## src/rtl/rgb_pwm_array_if.sv

```systemverilog
// Register-side bundle for rgb_pwm_array: duty/mode inputs with load strobe,
// plus the per-LED colour outputs and the period-start pulse.
interface rgb_pwm_array_if #(
  parameter int NUM_LEDS = 2,
  parameter int PWM_BITS = 4
);
  logic [NUM_LEDS*3*PWM_BITS-1:0] dutyIn;
  logic [2*NUM_LEDS-1:0]          modeIn;
  logic                           load;
  logic [NUM_LEDS-1:0]            rLED;
  logic [NUM_LEDS-1:0]            gLED;
  logic [NUM_LEDS-1:0]            bLED;
  logic                           periodStart;

  modport master (
    output dutyIn, modeIn, load,
    input  rLED, gLED, bLED, periodStart
  );

  modport slave (
    input  dutyIn, modeIn, load,
    output rLED, gLED, bLED, periodStart
  );
endinterface

```

## src/rtl/rgb_pwm_array.sv

```systemverilog
// Multi-LED RGB PWM driver with static/blink/breathe/off modes; duty and mode
// are double-buffered and only take effect at PWM period boundaries.
module rgb_pwm_array #(
  parameter int NUM_LEDS      = 2,
  parameter int PWM_BITS      = 4,
  parameter int PRESCALE      = 1,
  parameter int BLINK_PERIODS = 2
) (
  input  logic           clk,
  input  logic           rst,
  rgb_pwm_array_if.slave bus
);
  localparam int B     = PWM_BITS;
  localparam int CH    = 3 * NUM_LEDS;
  localparam int PRE_W = (PRESCALE > 1) ? $clog2(PRESCALE) : 1;
  localparam int BLK_W = (BLINK_PERIODS > 1) ? $clog2(BLINK_PERIODS) : 1;

  localparam logic [B-1:0]     CNT_LAST = B'((1 << B) - 2);
  localparam logic [B-1:0]     ENV_MAX  = B'((1 << B) - 1);
  localparam logic [PRE_W-1:0] PRE_LAST = PRE_W'(PRESCALE - 1);
  localparam logic [BLK_W-1:0] BLK_LAST = BLK_W'(BLINK_PERIODS - 1);

  localparam logic [1:0] MODE_STATIC  = 2'b00;
  localparam logic [1:0] MODE_BLINK   = 2'b01;
  localparam logic [1:0] MODE_BREATHE = 2'b10;
  localparam logic [1:0] MODE_OFF     = 2'b11;

  logic [PRE_W-1:0]      pre_cnt_reg;
  logic [B-1:0]          pwm_cnt_reg;
  logic [CH*B-1:0]       shadow_duty_reg;
  logic [2*NUM_LEDS-1:0] shadow_mode_reg;
  logic [CH*B-1:0]       active_duty_reg;
  logic [2*NUM_LEDS-1:0] active_mode_reg;
  logic [BLK_W-1:0]      blink_cnt_reg;
  logic                  blink_on_reg;
  logic [B-1:0]          env_reg;
  logic                  dir_down_reg;
  logic [NUM_LEDS-1:0]   r_led_reg;
  logic [NUM_LEDS-1:0]   g_led_reg;
  logic [NUM_LEDS-1:0]   b_led_reg;
  logic                  period_start_reg;

  logic                  tick;
  logic                  boundary;
  logic [CH-1:0]         pwm_on;
  logic [NUM_LEDS-1:0]   r_led_next;
  logic [NUM_LEDS-1:0]   g_led_next;
  logic [NUM_LEDS-1:0]   b_led_next;

  assign tick     = (pre_cnt_reg == PRE_LAST);
  assign boundary = tick && (pwm_cnt_reg == CNT_LAST);

  genvar gi;

  // One comparator per colour channel; channel index = 3*led + colour.
  generate
    for (gi = 0; gi < CH; gi++) begin : g_ch
      logic [B-1:0]   duty;
      logic [1:0]     mode;
      logic [2*B-1:0] scaled;
      logic [B-1:0]   eff_duty;

      assign duty   = active_duty_reg[gi*B +: B];
      assign mode   = active_mode_reg[(gi/3)*2 +: 2];
      assign scaled = {{B{1'b0}}, duty} * {{B{1'b0}}, env_reg};

      always_comb begin
        eff_duty = '0;
        unique case (mode)
          MODE_STATIC:  eff_duty = duty;
          MODE_BLINK:   eff_duty = blink_on_reg ? duty : '0;
          MODE_BREATHE: eff_duty = B'(scaled >> B);
          MODE_OFF:     eff_duty = '0;
        endcase
      end

      assign pwm_on[gi] = (pwm_cnt_reg < eff_duty);
    end

    for (gi = 0; gi < NUM_LEDS; gi++) begin : g_led
      assign r_led_next[gi] = pwm_on[3*gi];
      assign g_led_next[gi] = pwm_on[3*gi+1];
      assign b_led_next[gi] = pwm_on[3*gi+2];
    end
  endgenerate

  always_ff @(posedge clk) begin
    if (rst) begin
      pre_cnt_reg      <= '0;
      pwm_cnt_reg      <= '0;
      shadow_duty_reg  <= '0;
      shadow_mode_reg  <= '0;
      active_duty_reg  <= '0;
      active_mode_reg  <= '0;
      blink_cnt_reg    <= '0;
      blink_on_reg     <= 1'b1;
      env_reg          <= '0;
      dir_down_reg     <= 1'b0;
      r_led_reg        <= '0;
      g_led_reg        <= '0;
      b_led_reg        <= '0;
      period_start_reg <= 1'b0;
    end else begin
      pre_cnt_reg <= tick ? '0 : pre_cnt_reg + 1'b1;

      if (bus.load) begin
        shadow_duty_reg <= bus.dutyIn;
        shadow_mode_reg <= bus.modeIn;
      end

      if (tick) begin
        pwm_cnt_reg <= (pwm_cnt_reg == CNT_LAST) ? '0 : pwm_cnt_reg + 1'b1;
      end

      if (boundary) begin
        // A load landing on the boundary itself goes straight to the active set.
        active_duty_reg <= bus.load ? bus.dutyIn : shadow_duty_reg;
        active_mode_reg <= bus.load ? bus.modeIn : shadow_mode_reg;

        if (blink_cnt_reg == BLK_LAST) begin
          blink_cnt_reg <= '0;
          blink_on_reg  <= ~blink_on_reg;
        end else begin
          blink_cnt_reg <= blink_cnt_reg + 1'b1;
        end

        // Envelope holds for one step at each end while the direction flips.
        if (!dir_down_reg) begin
          if (env_reg == ENV_MAX) dir_down_reg <= 1'b1;
          else                    env_reg      <= env_reg + 1'b1;
        end else begin
          if (env_reg == '0) dir_down_reg <= 1'b0;
          else               env_reg      <= env_reg - 1'b1;
        end
      end

      period_start_reg <= boundary;
      r_led_reg        <= r_led_next;
      g_led_reg        <= g_led_next;
      b_led_reg        <= b_led_next;
    end
  end

  assign bus.rLED        = r_led_reg;
  assign bus.gLED        = g_led_reg;
  assign bus.bLED        = b_led_reg;
  assign bus.periodStart = period_start_reg;
endmodule

```

## src/flat_wrapper.sv

```systemverilog
// flat-port wrapper written by rule: the top's interface ports become plain ports
module rgb_pwm_array_flat 
#(
  parameter int NUM_LEDS      = 2,
  parameter int PWM_BITS      = 4,
  parameter int PRESCALE      = 1,
  parameter int BLINK_PERIODS = 2
)
  (clk, rst, bus_dutyIn, bus_modeIn, bus_load, bus_rLED, bus_gLED, bus_bLED, bus_periodStart);
  rgb_pwm_array_if #(.NUM_LEDS(NUM_LEDS), .PWM_BITS(PWM_BITS)) bus_i ();
  input  logic clk;
  input  logic rst;
  input wire logic [$bits(bus_i.dutyIn)-1:0] bus_dutyIn;
  input wire logic [$bits(bus_i.modeIn)-1:0] bus_modeIn;
  input wire logic [$bits(bus_i.load)-1:0] bus_load;
  output wire logic [$bits(bus_i.rLED)-1:0] bus_rLED;
  output wire logic [$bits(bus_i.gLED)-1:0] bus_gLED;
  output wire logic [$bits(bus_i.bLED)-1:0] bus_bLED;
  output wire logic [$bits(bus_i.periodStart)-1:0] bus_periodStart;
  assign bus_i.dutyIn = bus_dutyIn;
  assign bus_i.modeIn = bus_modeIn;
  assign bus_i.load = bus_load;
  assign bus_rLED = bus_i.rLED;
  assign bus_gLED = bus_i.gLED;
  assign bus_bLED = bus_i.bLED;
  assign bus_periodStart = bus_i.periodStart;
  rgb_pwm_array #(.NUM_LEDS(NUM_LEDS), .PWM_BITS(PWM_BITS), .PRESCALE(PRESCALE), .BLINK_PERIODS(BLINK_PERIODS)) u_core (.clk(clk), .rst(rst), .bus(bus_i));
endmodule
```

## config.mk

```make
export PLATFORM = sky130hd
export DESIGN_NAME = rgb_pwm_array_flat
export DESIGN_NICKNAME = d
export VERILOG_FILES = /design/src/rtl/rgb_pwm_array_if.sv /design/src/rtl/rgb_pwm_array.sv /design/src/flat_wrapper.sv
export SDC_FILE = /design/constraint.sdc
export NUM_CORES = 1
export LEC_CHECK = 0
export ABC_CLOCK_PERIOD_IN_PS = 13700
export CAP_MARGIN = 20
export CELL_PAD_IN_SITES_DETAIL_PLACEMENT = 0
export CELL_PAD_IN_SITES_GLOBAL_PLACEMENT = 1
export CORE_ASPECT_RATIO = 1.25
export CORE_MARGIN = 1.5
export CORE_UTILIZATION = 49
export DETAILED_ROUTE_END_ITERATION = 16
export PLACE_DENSITY_LB_ADDON = 0.1
export RECOVER_POWER = 50
export SLEW_MARGIN = 20
export SYNTH_ARGS = -nofsm -noshare
export SYNTH_HDL_FRONTEND = slang
export SYNTH_SLANG_ARGS = --single-unit
```

## constraint.sdc

```tcl
create_clock -name clk -period 13.7 [get_ports clk]
set_clock_uncertainty 0.2 [all_clocks]
set_input_delay 1.37 -clock clk [delete_from_list [all_inputs] [get_ports clk]]
set_output_delay 1.37 -clock clk [all_outputs]
set_load 0.01 [all_outputs]
```

==> run_summary.xml <==
<?xml version="1.0" encoding="UTF-8"?>
<metrics>
  <group name="status">
    <metric name="outcome" unit="">finished with violations</metric>
    <metric name="violations" unit="">max-capacitance violations, max-slew violations</metric>
  </group>
  <group name="power_and_ir_drop">
    <metric name="clock_power_share" unit="%">50.7</metric>
    <metric name="power_leakage" unit="nW">3.14</metric>
    <metric name="power.sequential.fraction" unit="%">43.2</metric>
    <metric name="cell_internal_power" unit="mW">0.408</metric>
    <metric name="total_power" unit="mW">0.527</metric>
    <metric name="power_switching_share" unit="%">22.6</metric>
    <metric name="power.share.combinational" unit="%">6.1</metric>
    <metric name="power_density" unit="mW/mm²">85.1</metric>
    <metric name="vdd_ir_drop_max" unit="mV">0.0696</metric>
    <metric name="switchingPower" unit="mW">0.119</metric>
  </group>
  <group name="clock_network">
    <metric name="clock_sink_count" unit="">75</metric>
    <metric name="cts_inserted_buffers" unit="">9</metric>
    <metric name="postCtsHoldBufs" unit="">0</metric>
    <metric name="max-clock-path-buffers" unit="">2</metric>
    <metric name="clk_root_buffer_cell" unit="">sky130_fd_sc_hd__clkbuf_16</metric>
    <metric name="worstSkewPairLatency" unit="ns">0.34</metric>
    <metric name="tritoncts_clock_tree" unit="">done</metric>
    <metric name="htree_levels" unit="">3</metric>
    <metric name="clkSlewWorstSetupHoldPaths" unit="ns">0.06</metric>
    <metric name="post-cts-setup-buffers" unit="">0</metric>
    <metric name="post_cts_resized" unit="">0</metric>
  </group>
  <group name="critical_path">
    <metric name="depth_of_the_most_critical_reg_to_reg_path" unit="">14</metric>
    <metric name="worstSetupEndpointType" unit="">register</metric>
    <metric name="cp-start-kind" unit="">register</metric>
    <metric name="cp_data_arrival_time" unit="ns">4.98</metric>
    <metric name="worst-path-max-fanout" unit="">28</metric>
    <metric name="required_time_of_the_critical_path" unit="ns">13.76</metric>
    <metric name="startpoint" unit="">u_core.env_reg[3]</metric>
    <metric name="classification_of_the_worst_setup_path" unit="">register to register</metric>
    <metric name="crit-reg2reg-launch" unit="">u_core.env_reg[3]</metric>
  </group>
  <group name="placed_design">
    <metric name="post_detail_place_hpwl" unit="µm">8530</metric>
    <metric name="port-buffer-count" unit="">37</metric>
    <metric name="gp_congestion" unit="">0.818</metric>
  </group>
  <group name="synth">
    <metric name="synthDistinctLibCells" unit="">43</metric>
    <metric name="synthArstFlopShare" unit="%">0</metric>
    <metric name="synthesis.instances" unit="">585</metric>
    <metric name="synth.ff_latch_count" unit="">75</metric>
    <metric name="synth-edff-count" unit="">0</metric>
    <metric name="synth_nets" unit="">715</metric>
    <metric name="synthFlopType" unit="">sky130_fd_sc_hd__dfxtp_1</metric>
    <metric name="post_synth_instance_area" unit="mm²">0.00543</metric>
    <metric name="avg_cell_area_syn" unit="µm²">9.28</metric>
    <metric name="share_of_the_yosys_chip_area_belonging_to_registers" unit="%">27.7</metric>
    <metric name="yosysWarningCount" unit="">0</metric>
  </group>
  <group name="global_route">
    <metric name="via_count_of_the_first_global_routing_pass" unit="">4363</metric>
    <metric name="globalRoute.busiestLayer" unit="">met2</metric>
    <metric name="grtUsageTotal" unit="%">22.3</metric>
    <metric name="grt_max_degree" unit="">49</metric>
    <metric name="antenna_found_initial" unit="">0</metric>
    <metric name="use_met1" unit="%">25.8</metric>
    <metric name="groute.layer.met3.usage" unit="%">4.16</metric>
    <metric name="first_pass_grt_wire_length" unit="µm">20800</metric>
    <metric name="globalRouteOverflowTotal" unit="">0</metric>
    <metric name="grtUsageMet2" unit="%">40.6</metric>
  </group>
  <group name="routing">
    <metric name="drt_iter0_markers" unit="">160</metric>
    <metric name="wire_per_inst" unit="µm">16.4</metric>
    <metric name="detail_route.vias_per_cell" unit="">5.82</metric>
    <metric name="route.antenna.remaining_nets" unit="">0</metric>
    <metric name="post-route-drc-count" unit="">0</metric>
    <metric name="drt_pass1_iterations" unit="">4</metric>
    <metric name="dr_total_vias" unit="">4352</metric>
    <metric name="route.final.wire_length" unit="µm">12300</metric>
  </group>
  <group name="timing">
    <metric name="worst-slew-pin-transition" unit="ns">2.20</metric>
    <metric name="final_setup_viols" unit="">0</metric>
    <metric name="fin_tns_setup" unit="ns">0</metric>
    <metric name="grt_setup_unrepaired" unit="">no</metric>
    <metric name="max_freq" unit="MHz">203</metric>
    <metric name="layout_min_cycle_time" unit="ns">4.92</metric>
    <metric name="max-slew-margin-rel" unit="%">-46.5</metric>
    <metric name="finalCritPeriodShare" unit="%">35.9</metric>
    <metric name="finalMaxSlewViolations" unit="">78</metric>
    <metric name="hold_violations" unit="">0</metric>
  </group>
  <group name="finish">
    <metric name="multiInputGateArea" unit="mm²">0.00372</metric>
    <metric name="n_antenna_cell" unit="">0</metric>
    <metric name="nNetsFinal" unit="">741</metric>
    <metric name="layout_overhead_on_the_synthesized_area" unit="%">14.2</metric>
    <metric name="final-seq-area" unit="mm²">0.00150</metric>
    <metric name="final_layout_fill_cell_count" unit="">954</metric>
    <metric name="layout_commonest_cell" unit="">sky130_fd_sc_hd__ha_1</metric>
    <metric name="finalCoreUtilization" unit="%">58.1</metric>
    <metric name="most-common-layout-cells" unit="">80 x sky130_fd_sc_hd__ha_1, 75 x sky130_fd_sc_hd__dfxtp_1, 58 x sky130_fd_sc_hd__and2_1, 49 x sky130_fd_sc_hd__nor2_1, 40 x sky130_fd_sc_hd__nand2_1</metric>
    <metric name="final_layout_size_suffix_gt1_share" unit="%">5.52</metric>
  </group>
  <group name="min_path">
    <metric name="timing.hold.worst.start" unit="">u_core.active_mode_reg[1]</metric>
    <metric name="hold-path-cell-count" unit="">1</metric>
    <metric name="hold_path_class" unit="">register to register</metric>
  </group>
  <group name="die">
    <metric name="fp.dieW" unit="µm">97.1</metric>
    <metric name="floorplan.initialDensity" unit="%">50.9</metric>
    <metric name="fp-row-count" unit="">42</metric>
    <metric name="design.die.area" unit="mm²">0.0117</metric>
    <metric name="die-height" unit="µm">121</metric>
    <metric name="placeableCoreArea" unit="mm²">0.0107</metric>
    <metric name="io-pin-count" unit="">38</metric>
  </group>
  <group name="flow_run">
    <metric name="maximum_capacitance_violations" unit="">2</metric>
  </group>
</metrics>
[cell families after synthesis]
logic type      after synthesis  share of synthesized area, %
compound gates              115                          15.7
fa+ha+maj                    99                          25.5
flops                        75                          27.7
mux                          29                          5.37
other cells                   1                        0.0691
simple gates                208                          20.2
xor+xnor                     10                          1.61
buf+inv                      48                          3.90
[Yosys cell counts (2+ instances only)]
cell type                  number  share of area, %
sky130_fd_sc_hd__a211o_1        6              0.97
sky130_fd_sc_hd__a211oi_1       6              0.83
sky130_fd_sc_hd__a21oi_1       15               1.4
sky130_fd_sc_hd__a22oi_1       18               2.5
sky130_fd_sc_hd__a311oi_1       3              0.48
sky130_fd_sc_hd__a32oi_1        6              0.97
sky130_fd_sc_hd__and2_1        58               6.7
sky130_fd_sc_hd__and2_2         2              0.28
sky130_fd_sc_hd__buf_1          2              0.14
sky130_fd_sc_hd__buf_2          6              0.55
sky130_fd_sc_hd__clkbuf_1      18               1.2
sky130_fd_sc_hd__dfxtp_1       75                28
sky130_fd_sc_hd__fa_1          19               7.0
sky130_fd_sc_hd__ha_1          80                18
sky130_fd_sc_hd__inv_1         20               1.4
sky130_fd_sc_hd__mux2i_1       28               5.2
sky130_fd_sc_hd__nand2_1       40               2.8
sky130_fd_sc_hd__nand2b_1       2              0.23
sky130_fd_sc_hd__nand3_1        4              0.37
sky130_fd_sc_hd__nand4_1        6              0.69
sky130_fd_sc_hd__nor2_1        49               3.4
sky130_fd_sc_hd__nor2b_1        4              0.46
sky130_fd_sc_hd__nor3_1        18               1.7
sky130_fd_sc_hd__nor3_4         3              0.90
sky130_fd_sc_hd__nor4_1         6              0.69
sky130_fd_sc_hd__o21ai_0       21               1.9
sky130_fd_sc_hd__o21bai_1       2              0.28
sky130_fd_sc_hd__o22a_1        28               4.5
sky130_fd_sc_hd__o31a_1         7               1.1
sky130_fd_sc_hd__or3_1         12               1.4
sky130_fd_sc_hd__xnor2_1        3              0.48
sky130_fd_sc_hd__xor2_1         7               1.1
[critical path, cell delays in order, from the launching register on]
cell,delay [ns]
sky130_fd_sc_hd__dfxtp_1,0.91
sky130_fd_sc_hd__nand2_1,0.18
sky130_fd_sc_hd__fa_1,0.56
sky130_fd_sc_hd__inv_1,0.06
sky130_fd_sc_hd__fa_1,0.42
sky130_fd_sc_hd__ha_1,0.32
sky130_fd_sc_hd__nand2_1,0.14
sky130_fd_sc_hd__o21ai_0,0.15
sky130_fd_sc_hd__o31a_1,0.29
sky130_fd_sc_hd__or3_1,0.31
sky130_fd_sc_hd__a32oi_1,0.21
sky130_fd_sc_hd__ha_1,0.27
sky130_fd_sc_hd__a211o_1,0.33
sky130_fd_sc_hd__or3_1,0.31
sky130_fd_sc_hd__o21ai_0,0.18
[cell type report]
cell class | instances | area share, %
Clock buffer | 10 | 3.86
Sequential cell | 75 | 24.2
Timing Repair Buffer | 43 | 6.48
Tap cell | 132 | 2.67
Inverter | 20 | 1.21
Multi-Input combinational cell | 462 | 60.0
Clock inverter | 6 | 1.51
[power by group through the flow]
| stage | Clock, mW | Sequential [mW] | Combinational (mW) |
|---|---|---|---|
| 6_report | 0.268 | 0.228 | 0.0320 |
| 5_1_grt | 0.283 | 0.229 | 0.0357 |
| 4_1_cts | 0.275 | 0.228 | 0.0326 |
| 3_5_place_dp | 0 | 0.233 | 0.0324 |
| 3_3_place_gp | 0 | 0.233 | 0.0316 |
| 2_1_floorplan | 0 | 0.231 | 0.0188 |
[routing by layer]
metal,vias to the layer above,part of all wire (%)
met5,-,0
met4,0,2.4
met3,18,2.3
met2,56,52
met1,2115,44
li1,2163,-
[final timing paths]
check,end,slack (ns)
setup / recovery,u_core.bus.gLED[0],8.78
hold / removal,u_core.active_mode_reg[1],0.30
setup reg to reg,u_core.bus.gLED[0],8.78
hold reg to reg,u_core.active_mode_reg[1],0.30
[per-stage QoR]
stage / hold WS [ns] / setup slack [ns] / instances / cell area, µm²
4_1_cts: 0.303 / 8.80 / 748 / 6210
3_5_place_dp: 0.289 / 8.82 / 732 / 5870
2_1_floorplan: 0.273 / 9.23 / 585 / 5430
6_report: 0.302 / 8.78 / 748 / 6200
3_3_place_gp: 0.286 / 8.93 / 732 / 5870
5_1_grt: 0.325 / 8.41 / 748 / 6200
No activity file was read; power rests on OpenSTA's default activity.
